<file path="src/rtl/helicopter_pkg.sv">
// -----------------------------------------------------------------------------
// helicopter_pkg
// Shared constants and helpers for the helicopter game cave path.
//   - screen geometry (640x480), column width and visible column count
//   - cave ring-buffer depth, gap height, step and wall margin
//   - player column / height
//   - LFSR seed and tap mask, LFSR next-state helper
//   - gap move encoding and the clamped new-gap helper
// -----------------------------------------------------------------------------
package helicopter_pkg;

    localparam int SCREEN_W   = 640;
    localparam int SCREEN_H   = 480;
    localparam int COL_W      = 16;
    localparam int NUM_COLS   = 40;
    localparam int BUF_DEPTH  = 64;
    localparam int GAP_H      = 160;
    localparam int STEP       = 16;
    localparam int MARGIN     = 16;
    localparam int PLAYER_COL = 8;
    localparam int PLAYER_H   = 8;

    // Sized forms of the geometry used directly in RTL arithmetic
    localparam logic [8:0]  GAP_INIT     = 9'd160;
    localparam logic [8:0]  GAP_MIN      = 9'd16;    // MARGIN
    localparam logic [8:0]  GAP_MAX      = 9'd304;   // SCREEN_H - MARGIN - GAP_H
    localparam logic [8:0]  GAP_STEP     = 9'd16;
    localparam logic [9:0]  GAP_H_10     = 10'd160;
    localparam logic [10:0] GAP_H_11     = 11'd160;
    localparam logic [10:0] PLAYER_H_11  = 11'd8;
    localparam logic [5:0]  PLAYER_OFS   = 6'd8;     // PLAYER_COL
    localparam logic [5:0]  LAST_COL_OFS = 6'd39;    // NUM_COLS - 1
    localparam logic [5:0]  NEW_COL_OFS  = 6'd40;    // NUM_COLS
    localparam logic [5:0]  NUM_COLS_6   = 6'd40;

    // Fibonacci LFSR, taps 16,14,13,11 in shift-right form: feedback from bits 0,2,3,5
    localparam logic [15:0] LFSR_SEED = 16'hACE1;
    localparam logic [15:0] LFSR_TAPS = 16'h002D;

    // Meaning of lfsr[1:0] when a new column is generated
    typedef enum logic [1:0] {
        MOVE_RAISE  = 2'b00,   // gap_top - STEP
        MOVE_HOLD_A = 2'b01,
        MOVE_HOLD_B = 2'b10,
        MOVE_LOWER  = 2'b11    // gap_top + STEP
    } gap_move_e;

    function automatic logic [15:0] lfsr_next(input logic [15:0] state);
        return {^(state & LFSR_TAPS), state[15:1]};
    endfunction

    // New gap_top from the previous column, clamped to [GAP_MIN, GAP_MAX]
    function automatic logic [8:0] next_gap(input logic [8:0] prev, input logic [1:0] sel);
        logic [8:0] gap;
        case (gap_move_e'(sel))
            MOVE_RAISE:  gap = (prev < (GAP_MIN + GAP_STEP)) ? GAP_MIN : (prev - GAP_STEP);
            MOVE_LOWER:  gap = (prev > (GAP_MAX - GAP_STEP)) ? GAP_MAX : (prev + GAP_STEP);
            MOVE_HOLD_A: gap = prev;
            MOVE_HOLD_B: gap = prev;
            default:     gap = prev;
        endcase
        return gap;
    endfunction

endpackage

</file>
<file path="src/rtl/cave_lfsr16.sv">
// -----------------------------------------------------------------------------
// cave_lfsr16
// Free-running 16-bit Fibonacci LFSR (taps 16,14,13,11). Loads SEED on reset and
// advances once per clock while enable is high. Deliberately has no game-level
// clear so the cave keeps varying between games.
// Ports:
//   ClkPort  in   system clock
//   reset    in   async, active-high
//   enable   in   advance the register this cycle
//   lfsr     out  current LFSR state (registered)
// -----------------------------------------------------------------------------
module cave_lfsr16
    import helicopter_pkg::*;
#(
    parameter logic [15:0] SEED = LFSR_SEED
) (
    input  logic        ClkPort,
    input  logic        reset,
    input  logic        enable,
    output logic [15:0] lfsr
);

    logic [15:0] lfsr_r;

    // LFSR state register
    always_ff @(posedge ClkPort or posedge reset) begin
        if (reset) begin
            lfsr_r <= SEED;
        end else if (enable) begin
            lfsr_r <= lfsr_next(lfsr_r);
        end
    end

    assign lfsr = lfsr_r;

endmodule

</file>
<file path="src/rtl/cave_wall_engine.sv">
// -----------------------------------------------------------------------------
// cave_wall_engine
// Generates the scrolling cave for the helicopter game (per-column gap_top in a
// 64-entry ring, 40 columns visible), detects player/wall collision, keeps score
// and high score, and answers per-pixel wall queries for the VGA colour path.
// Ports:
//   ClkPort     in   system clock
//   reset       in   async, active-high
//   game_run    in   game in PLAY: scrolling, scoring and collision enabled
//   game_clear  in   game in INIT: clears cave, head, divider, score, collision
//   player_y    in   player top row, px
//   CounterX    in   VGA pixel x
//   CounterY    in   VGA pixel y
//   wall_pixel  out  (CounterX,CounterY) is wall, one clock after the query
//   collision   out  sticky collision flag
//   hsFlag      out  score > high_score (registered)
//   score       out  current score, saturating at 1023
//   high_score  out  best score since reset
// Configuration:
//   SCROLL_SPEEDUP_EN  when defined, the scroll divider shrinks by SCROLL_DIV/20
//                      every 32 ticks (floor SCROLL_DIV/4); otherwise it is fixed.
// -----------------------------------------------------------------------------
module cave_wall_engine
    import helicopter_pkg::*;
#(
    parameter int unsigned SCROLL_DIV = 12_500_000
) (
    input  logic       ClkPort,
    input  logic       reset,
    input  logic       game_run,
    input  logic       game_clear,
    input  logic [9:0] player_y,
    input  logic [9:0] CounterX,
    input  logic [9:0] CounterY,
    output logic       wall_pixel,
    output logic       collision,
    output logic       hsFlag,
    output logic [9:0] score,
    output logic [9:0] high_score
);

    localparam logic [23:0] DIV_FULL = 24'(SCROLL_DIV);

    logic [8:0]  gap_r [0:BUF_DEPTH-1];
    logic [5:0]  head_r;
    logic [23:0] div_r;
    logic [9:0]  score_r;
    logic [9:0]  high_score_r;
    logic        collision_r;
    logic        hs_flag_r;
    logic        wall_pixel_r;

    logic [15:0] lfsr_s;
    logic [23:0] divider_s;
    logic [5:0]  pix_col_s;
    logic [8:0]  player_gap_s;
    logic [8:0]  pix_gap_s;
    logic [8:0]  new_gap_s;
    logic        run_en_s;
    logic        tick_s;
    logic        hit_s;
    logic        set_coll_s;
    logic        wall_s;

    cave_lfsr16 #(
        .SEED    (LFSR_SEED)
    ) u_lfsr (
        .ClkPort (ClkPort),
        .reset   (reset),
        .enable  (1'b1),
        .lfsr    (lfsr_s)
    );

`ifdef SCROLL_SPEEDUP_EN
    localparam logic [23:0] DIV_DEC   = 24'(SCROLL_DIV / 20);
    localparam logic [23:0] DIV_FLOOR = 24'(SCROLL_DIV / 4);

    logic [23:0] divider_r;
    logic [4:0]  tick_cnt_r;

    // Scroll speed-up: shorten the divider every 32 ticks down to a floor
    always_ff @(posedge ClkPort or posedge reset) begin
        if (reset) begin
            divider_r  <= DIV_FULL;
            tick_cnt_r <= 5'd0;
        end else if (game_clear) begin
            divider_r  <= DIV_FULL;
            tick_cnt_r <= 5'd0;
        end else if (tick_s) begin
            tick_cnt_r <= tick_cnt_r + 5'd1;
            if (tick_cnt_r == 5'd31) begin
                divider_r <= (divider_r >= (DIV_FLOOR + DIV_DEC)) ? (divider_r - DIV_DEC) : DIV_FLOOR;
            end
        end
    end

    assign divider_s = divider_r;
`else
    assign divider_s = DIV_FULL;
`endif

    // Ring lookups: visible column c lives at entry head+c (6-bit wrap)
    assign pix_col_s    = CounterX[9:4];
    assign player_gap_s = gap_r[head_r + PLAYER_OFS];
    assign pix_gap_s    = gap_r[head_r + pix_col_s];
    assign new_gap_s    = next_gap(gap_r[head_r + LAST_COL_OFS], lfsr_s[1:0]);

    // Tick, collision and pixel decode from the current state
    always_comb begin
        run_en_s   = 1'b0;
        tick_s     = 1'b0;
        hit_s      = 1'b0;
        set_coll_s = 1'b0;
        wall_s     = 1'b0;

        run_en_s = game_run && !collision_r;
        // >= keeps the divider safe if it is shortened below the current count
        if (run_en_s && (div_r >= (divider_s - 24'd1))) begin
            tick_s = 1'b1;
        end else begin
            tick_s = 1'b0;
        end

        if (({1'b0, player_y} < {2'b00, player_gap_s}) ||
            (({1'b0, player_y} + PLAYER_H_11) > ({2'b00, player_gap_s} + GAP_H_11))) begin
            hit_s = 1'b1;
        end else begin
            hit_s = 1'b0;
        end
        set_coll_s = game_run && hit_s && !game_clear;

        if (pix_col_s < NUM_COLS_6) begin
            wall_s = (CounterY < {1'b0, pix_gap_s}) || (CounterY >= ({1'b0, pix_gap_s} + GAP_H_10));
        end else begin
            wall_s = 1'b0;
        end
    end

    // Cave ring buffer: flat cave on reset/clear, one new column per tick
    always_ff @(posedge ClkPort or posedge reset) begin
        if (reset) begin
            for (int i = 0; i < BUF_DEPTH; i++) begin
                gap_r[i] <= GAP_INIT;
            end
        end else if (game_clear) begin
            for (int i = 0; i < BUF_DEPTH; i++) begin
                gap_r[i] <= GAP_INIT;
            end
        end else if (tick_s) begin
            gap_r[head_r + NEW_COL_OFS] <= new_gap_s;
        end
    end

    // Scroll divider, head pointer, score and sticky collision
    always_ff @(posedge ClkPort or posedge reset) begin
        if (reset) begin
            head_r      <= 6'd0;
            div_r       <= 24'd0;
            score_r     <= 10'd0;
            collision_r <= 1'b0;
        end else if (game_clear) begin
            head_r      <= 6'd0;
            div_r       <= 24'd0;
            score_r     <= 10'd0;
            collision_r <= 1'b0;
        end else begin
            if (tick_s) begin
                div_r   <= 24'd0;
                head_r  <= head_r + 6'd1;
                score_r <= (score_r == 10'd1023) ? score_r : (score_r + 10'd1);
            end else if (run_en_s) begin
                div_r <= div_r + 24'd1;
            end
            if (set_coll_s) begin
                collision_r <= 1'b1;
            end
        end
    end

    // High score capture on the rising collision when the run beat the record
    always_ff @(posedge ClkPort or posedge reset) begin
        if (reset) begin
            high_score_r <= 10'd0;
        end else if (set_coll_s && !collision_r && hs_flag_r) begin
            high_score_r <= score_r;
        end
    end

    // Registered record flag and pixel answer
    always_ff @(posedge ClkPort or posedge reset) begin
        if (reset) begin
            hs_flag_r    <= 1'b0;
            wall_pixel_r <= 1'b0;
        end else begin
            hs_flag_r    <= (score_r > high_score_r);
            wall_pixel_r <= wall_s;
        end
    end

    // Sub-column pixel bits and the upper LFSR bits are intentionally not used
    logic unused_s;
    assign unused_s = ^{CounterX[3:0], lfsr_s[15:2]};

    assign wall_pixel = wall_pixel_r;
    assign collision  = collision_r;
    assign hsFlag     = hs_flag_r;
    assign score      = score_r;
    assign high_score = high_score_r;

endmodule

</file>
<file path="config.mk">
export PLATFORM = sky130hd
export DESIGN_NAME = cave_wall_engine
export DESIGN_NICKNAME = d
export VERILOG_FILES = /design/src/rtl/helicopter_pkg.sv /design/src/rtl/cave_lfsr16.sv /design/src/rtl/cave_wall_engine.sv
export SDC_FILE = /design/constraint.sdc
export NUM_CORES = 2
export LEC_CHECK = 0
export ABC_AREA = 1
export CORE_MARGIN = 4
export CORE_UTILIZATION = 45
export CTS_CLUSTER_SIZE = 12
export DETAILED_ROUTE_END_ITERATION = 16
export MAX_ROUTING_LAYER = met4
export PLACE_DENSITY_LB_ADDON = 0.1
export SLEW_MARGIN = 40
export SYNTH_ARGS = -nofsm -noshare
export SYNTH_HDL_FRONTEND = slang
export SYNTH_SLANG_ARGS = --single-unit
</file>
<file path="constraint.sdc">
create_clock -name ClkPort -period 22.3 [get_ports ClkPort]
set_input_delay 4.46 -clock ClkPort [delete_from_list [all_inputs] [get_ports ClkPort]]
set_output_delay 4.46 -clock ClkPort [all_outputs]
set_load 0.05 [all_outputs]
</file>
---- After elaboration in Yosys (flattened, before gate mapping) ----
Index checks and enable logic that the tools add are counted.
storage, ports and cells
  ROM bits ................................ 0
  register bits ........................... 645
  RAM bits ................................ 0
  memories kept ........................... 0
  bits in latches ......................... 0
operators by class
  divide/modulo/power cells ............... 0
  reductions and logical operators ........ 18
  multiplexer cells ....................... 30
  add/subtract/negate cells ............... 12
  order comparisons ....................... 14
  equality and inequality tests ........... 5
  bitwise logic cells ..................... 4
  multiply operators ...................... 0
  shifts and indexed selects .............. 0
operator list
  cell                                                             number
  576-bit 2-to-1 mux                                               2
  576-bit bitwise mux                                              1
  9-bit binary-select mux with 6-bit select                        3
  9-bit 2-to-1 mux                                                 9
  24-bit 2-to-1 mux                                                3
  9-bit demux with 6-bit select                                    1
  10-bit 2-to-1 mux                                                3
  7-bit >= comparator, second input constant                       4
  6-bit inverter with 7-bit output                                 4
  9-bit one-hot mux with 3 select lines                            1
  24-bit by 1-bit adder with 24-bit output, second input constant  1
  24-bit >= comparator, second input constant                      1
  9-bit by 8-bit adder with 10-bit output, second input constant   2
  10-bit by 9-bit less-than comparator with 1-bit output           2
  16-bit XOR reduction                                             1
  6-bit adder, second input constant                               2
  6-bit 2-to-1 mux                                                 2
  10-bit by 4-bit adder with 11-bit output, second input constant  1
  11-bit by 10-bit greater-than comparator with 1-bit output       1
  10-bit by 1-bit adder with 10-bit output, second input constant  1
  10-bit equality test, second input constant                      1
  10-bit >= comparator                                             1
  10-bit greater-than comparator                                   1
  9-bit by 5-bit adder with 9-bit output, second input constant    1
  other kinds (20)                                                 34

---- Longest topological paths before layout ----
  word-level depth ........................ 13
  gate-level depth with buffers ........... 31
  mapped depth without buffers ............ 26

---- By module ----
Synthesis repeated with hierarchy kept, for this count alone.
second synthesis, totals
  cells, all modules ...................... 6323
  area, all modules ....................... 43265.2 µm²
modules (own cells, without submodules)
  module            cells an instance  seq. area each (µm²)  instances  area each (µm²)
  cave_wall_engine  6248               15900.2               1          42563.3
  cave_lfsr16       75                 410.4                 1          701.9

---- Worst setup path after synthesis ----
OpenSTA, ideal clock, no wires.
  path type ............................... input port to flip-flop
  start ................................... input CounterX[4]
  end ..................................... register wall_pixel_r (netlist: wall_pixel)
  path buffers ............................ 5
  stages .................................. 29
  arrival time ............................ 8.326 ns
  path slack .............................. 13.853 ns
  library setup time ...................... 0.121 ns
  cells stage by stage .................... ha_1 inv_1 fa_1 clkbuf_1 inv_1 buf_2 clkbuf_1 clkbuf_1 clkbuf_1 a21oi_1 a22oi_1 nor2_1 a211oi_1 o22ai_1 nand2_1 nand2_1 ha_1 a21oi_1 nor2_1 nor2_1 nand2_1 o211ai_1 a21boi_0 o21ai_0 nand2_1 a21oi_1 nor2_1 nor3_1 nor2_1
between the ends
  cells in the longest elaborated chain, start to end .. 9
  elaborated cells on any way between the ends .. 11
  those cells by class .................... add/sub (2); order compare (3); mux (4); bitwise (1); reduce/logical (1)
ends and longest elaborated chain
  element                                                 line                     source
  start, declared                                         cave_wall_engine.sv:33   input logic [9:0] CounterX,
  6-bit adder                                             cave_wall_engine.sv:105  assign pix_gap_s = gap_r[head_r + pix_col_s];
  6-bit inverter with 7-bit output (not written as such)  cave_wall_engine.sv:105
  9-bit binary-select mux with 6-bit select               cave_wall_engine.sv:105
  9-bit 2-to-1 mux (not written as such) (2 in series)    cave_wall_engine.sv:105
  9-bit by 8-bit adder with 10-bit output                 cave_wall_engine.sv:133  wall_s = (CounterY < {1'b0, pix_gap_s}) || (CounterY >= ({1'b0, pix_gap_s} + GAP_H_10));
  10-bit >= comparator                                    cave_wall_engine.sv:133
  1-bit logical OR                                        cave_wall_engine.sv:133
  1-bit 2-to-1 mux (*)                                    cave_wall_engine.sv:132  if (pix_col_s < NUM_COLS_6) begin
  via wall_s                                              cave_wall_engine.sv:63   logic wall_s;
  end signal, assigned                                    cave_wall_engine.sv:196  wall_pixel_r <= wall_s;
  end, declared                                           cave_wall_engine.sv:51   logic wall_pixel_r;
The timed path passes the listed nets; every way through them passes the cells marked *. The select of a mux whose other input is x is not followed.
A chain may end at the register's enable or synchronous reset.

---- Worst setup path in the final report ----
Ends and elaborated chain as after synthesis.

==> results_dict.tcl <==
set metrics [dict create \
    numCtsBuffers 79 \
    p_int_w 0.00208 \
    post_drt_via_cell_ratio 6.46 \
    placement_cell_area_mm2 0.0435 \
    vdd_drop_max_uv 52.6 \
    max_slew_margin_pct 29.5 \
    dominant_synthesized_flop_cell "sky130_fd_sc_hd__dfrtp_1" \
    num_rows 112 \
    tightestPinTransition_ns 1.05 \
    ctsHoldBuffers 0 \
    cts_htree_levels 3 \
    detailroute.via_count 45900 \
    worstSetupEndpointType "flip-flop" \
    worst_skew_pair.late_latency_ns 0.68 \
    worstReg2RegStart "head_r[0]" \
    cts.repair.resized 0 \
    coreArea_mm2 0.0932 \
    multiInputGateArea_mm2 0.0218 \
    drc 0 \
    port-buffer-count 52 \
    hold_path.startpoint "u_lfsr.lfsr[7]" \
    period_share_pct 46.6 \
    fp.dieW_um 314 \
    switchingPower_w 0.000757 \
    synth-edff-count 0 \
    synthArstFlopShare_pct 100 \
    ctsRootBufferMaster "sky130_fd_sc_hd__clkbuf_16" \
    path_clk_slew_ns 0.06 \
    maxCapViolations 0 \
    dpl.hpwl_um 128000 \
    routability_cong 1.06 \
    synth_area_per_cell_um2 7.08 \
    seqPwrFrac_pct 41.6 \
    post-cts-setup-buffers 0 \
    setup_violators_final 0 \
    syn_nets 6061 \
    timing.critical_path.required_ns 22.85 \
    min_period_ns 10.38 \
    initialDrtViolationCount 6893 \
    crit_arrival_ns 10.94 \
    tritoncts_clock_tree "built" \
    synth_area_leaders "sky130_fd_sc_hd__dfrtp_1 30%, sky130_fd_sc_hd__nand2_1 11%, sky130_fd_sc_hd__nand3_1 10%, sky130_fd_sc_hd__dfstp_2 8.5%, sky130_fd_sc_hd__o21ai_0 6.6%" \
    max-clock-path-buffers 3 \
    final_core_area_utilization_pct 49.8 \
    hold_class "flip-flop to flip-flop" \
    met3WireLength_um 27700 \
    initial_utilization_pct 45.3 \
    synth.yosys.seq_area_share_pct 38.6 \
    first_global_vias 42400 \
    synthMostInstantiatedCell "sky130_fd_sc_hd__nand2_1" \
    worstSetupStartpointType "input pin" \
    globalRouteTotalUtil_pct 40.9 \
    ys_ff_latch 645 \
    synth_commonest_cells "1192 x sky130_fd_sc_hd__nand2_1, 844 x sky130_fd_sc_hd__nand3_1, 636 x sky130_fd_sc_hd__inv_1" \
    cts_sinks 645 \
    syn-instance-count 5969 \
    power_total_w 0.00284 \
    flow.area_growth_from_synthesis_pct 9.98 \
    first_pass_grt_wire_length_um 293000 \
    path_class "input pin to flip-flop" \
    yosys.area.top_type "sky130_fd_sc_hd__dfrtp_1" \
    number_of_hold_violations_in_the_final_report 0 \
    globalRouteOverflowTotal 0 \
    proportion_of_power_drawn_by_the_clock_network_pct 49.6 \
    max_clock_freq_mhz 96.3 \
    highest-signal-layer "met4" \
    grt_setup_unrepaired "false" \
    met2_length_um 81600 \
    fillCellCount 9301 \
    power.share.combinational_pct 8.8 \
    layout.cell_area.non_filler_mm2 0.0464 \
    startpoint "CounterX[4]" \
    status "finished, final reports clean" \
    detail-route-antenna-nets 0 \
    grt_antenna_before_repair 7 \
    route.layer.met1.wl_um 76800 \
    synth_top_cell_area_share_pct 30.2 \
    final_max_slew_viol_count 0 \
    firstDrtPassIters 9 \
    power_switching_share_pct 26.7 \
    aggregate_routed_wire_length_um 201000 \
    wire_per_inst_um 28.3 \
    leakage_dissipation_nw 19.6 \
    ff_latch_area_mm2 0.0163 \
    finalHoldWorstSlack_ns 0.354 \
    post_route_cells_drive_above_1_share_pct 8.43 \
    post_synth_instance_area_mm2 0.0422 \
    totalNegativeSetupSlack_ns 0 \
    die_area_mm2 0.0988 \
    ios 57 \
    final.setup_skew_ns 0.0291 \
    num-nets-final 5875 \
    yosys_warnings 0 \
    power.density_cell_area_mw_per_mm2 61.1 \
    die_h_um 314 \
    yosys.cell_types.count 62 \
    grt_start_max_net_pins 146 \
    critical_path.max_fanout 124 \
]
==> cells in the final DEF (no fill, tap or decap), types with 39 or more instances in the layout <==
cell type and n:
sky130_fd_sc_hd__a21oi_1 482, sky130_fd_sc_hd__a221oi_1 57, sky130_fd_sc_hd__a22oi_1 39, sky130_fd_sc_hd__buf_4 81, sky130_fd_sc_hd__clkbuf_16 84, sky130_fd_sc_hd__clkdlybuf4s50_1 51
sky130_fd_sc_hd__dfrtp_1 507, sky130_fd_sc_hd__dfstp_2 136, sky130_fd_sc_hd__ha_1 55, sky130_fd_sc_hd__inv_1 626, sky130_fd_sc_hd__nand2_1 1190, sky130_fd_sc_hd__nand3_1 839
sky130_fd_sc_hd__nor2_1 291, sky130_fd_sc_hd__nor3_1 49, sky130_fd_sc_hd__o211ai_1 41, sky130_fd_sc_hd__o21ai_0 554, sky130_fd_sc_hd__o21ai_1 75, sky130_fd_sc_hd__o22ai_1 294
==> critical path: stages <==
cell                              delay (ns)
sky130_fd_sc_hd__clkdlybuf4s50_1        0.52
sky130_fd_sc_hd__ha_4                   0.15
sky130_fd_sc_hd__inv_1                  0.05
sky130_fd_sc_hd__fa_4                   0.74
sky130_fd_sc_hd__buf_4                  0.59
sky130_fd_sc_hd__inv_6                  0.35
sky130_fd_sc_hd__buf_12                 0.37
sky130_fd_sc_hd__a21oi_1                0.28
sky130_fd_sc_hd__a22oi_1                0.11
sky130_fd_sc_hd__o21ai_0                0.73
sky130_fd_sc_hd__o21ai_0                0.19
sky130_fd_sc_hd__o22ai_1                0.19
sky130_fd_sc_hd__nand2_1                0.08
sky130_fd_sc_hd__nand2_1                0.08
sky130_fd_sc_hd__ha_1                   0.24
sky130_fd_sc_hd__a21oi_1                0.15
sky130_fd_sc_hd__nor2_1                 0.05
sky130_fd_sc_hd__nor2_1                 0.08
sky130_fd_sc_hd__nand2_1                0.23
sky130_fd_sc_hd__o211ai_1               0.25
sky130_fd_sc_hd__a21boi_0               0.11
sky130_fd_sc_hd__o21ai_0                0.16
sky130_fd_sc_hd__nand2_1                0.08
sky130_fd_sc_hd__a21oi_1                0.12
sky130_fd_sc_hd__nor2_1                 0.05
sky130_fd_sc_hd__nor3_1                 0.14
sky130_fd_sc_hd__nor2_1                 0.06
==> logic make-up (layout without fill, tap and decap cells) <==
kind of cell,after synthesis,after routing,synth area share (%)
compound gates,1693,1693,23.2
xor+xnor,34,34,0.794
fa+ha+maj,58,58,1.74
buf+inv,1079,958,10.5
flops,645,645,38.6
mux,1,1,0.0237
other cells,0,6,0
simple gates,2459,2459,25.1
==> through the flow <==
step | cells | setup WS, ns
after floorplan | 5969 | 9.14
after global placement | 6947 | 11.51
after detailed placement | 6951 | 11.64
after CTS | 7097 | 12.31
after global routing | 7108 | 11.78
final | 7108 | 11.92
==> worst paths after layout <==
| check | to | slack (ns) | depth (start not counted) |
|---|---|---|---|
| worst max-delay path | wall_pixel | 11.92 | 27 |
| worst min-delay path | u_lfsr.lfsr[6] | 0.35 | 0 |
| worst max register to register | gap_r[557] | 14.46 | 20 |
| worst min register to register | u_lfsr.lfsr[6] | 0.35 | 0 |
| max in group asynchronous | head_r[3] | 15.33 | 6 |
| min in group asynchronous | gap_r[237] | 4.12 | 2 |
==> power by group through the flow <==
stage                     Combinational (W)  Clock (W)  Sequential, W
after floorplan                    0.000127          0        0.00122
after CTS                          0.000242    0.00141        0.00118
after detailed placement           0.000241          0        0.00120
after global placement             0.000240          0        0.00120
final                              0.000250    0.00141        0.00118
after global routing               0.000268    0.00146        0.00118
==> metal layers <==
layer,global-route usage [%],vias to the layer above
met5,-,-
met4,25.2,0
met3,12.0,778
met2,56.0,3399
met1,53.2,21600
li1,-,20100
==> cell type report <==
class | instances | area share, %
diodes | 6 | 0.0323
clock buffers | 116 | 5.13
clock inverters | 30 | 0.857
inverters | 658 | 5.40
multi-input cells | 4245 | 46.8
flip-flops and latches | 645 | 35.1
well taps | 1254 | 3.38
repair buffers | 154 | 3.22
==> sequential cells by signal, indices dropped and copies added (netlist names) <==
register / cells
gap_r: 576
div_r: 24
u_lfsr.lfsr: 16
high_score: 10
score: 10
head_r: 6
collision: 1
hsFlag: 1
wall_pixel: 1
No activity file was read; power rests on OpenSTA's default activity.
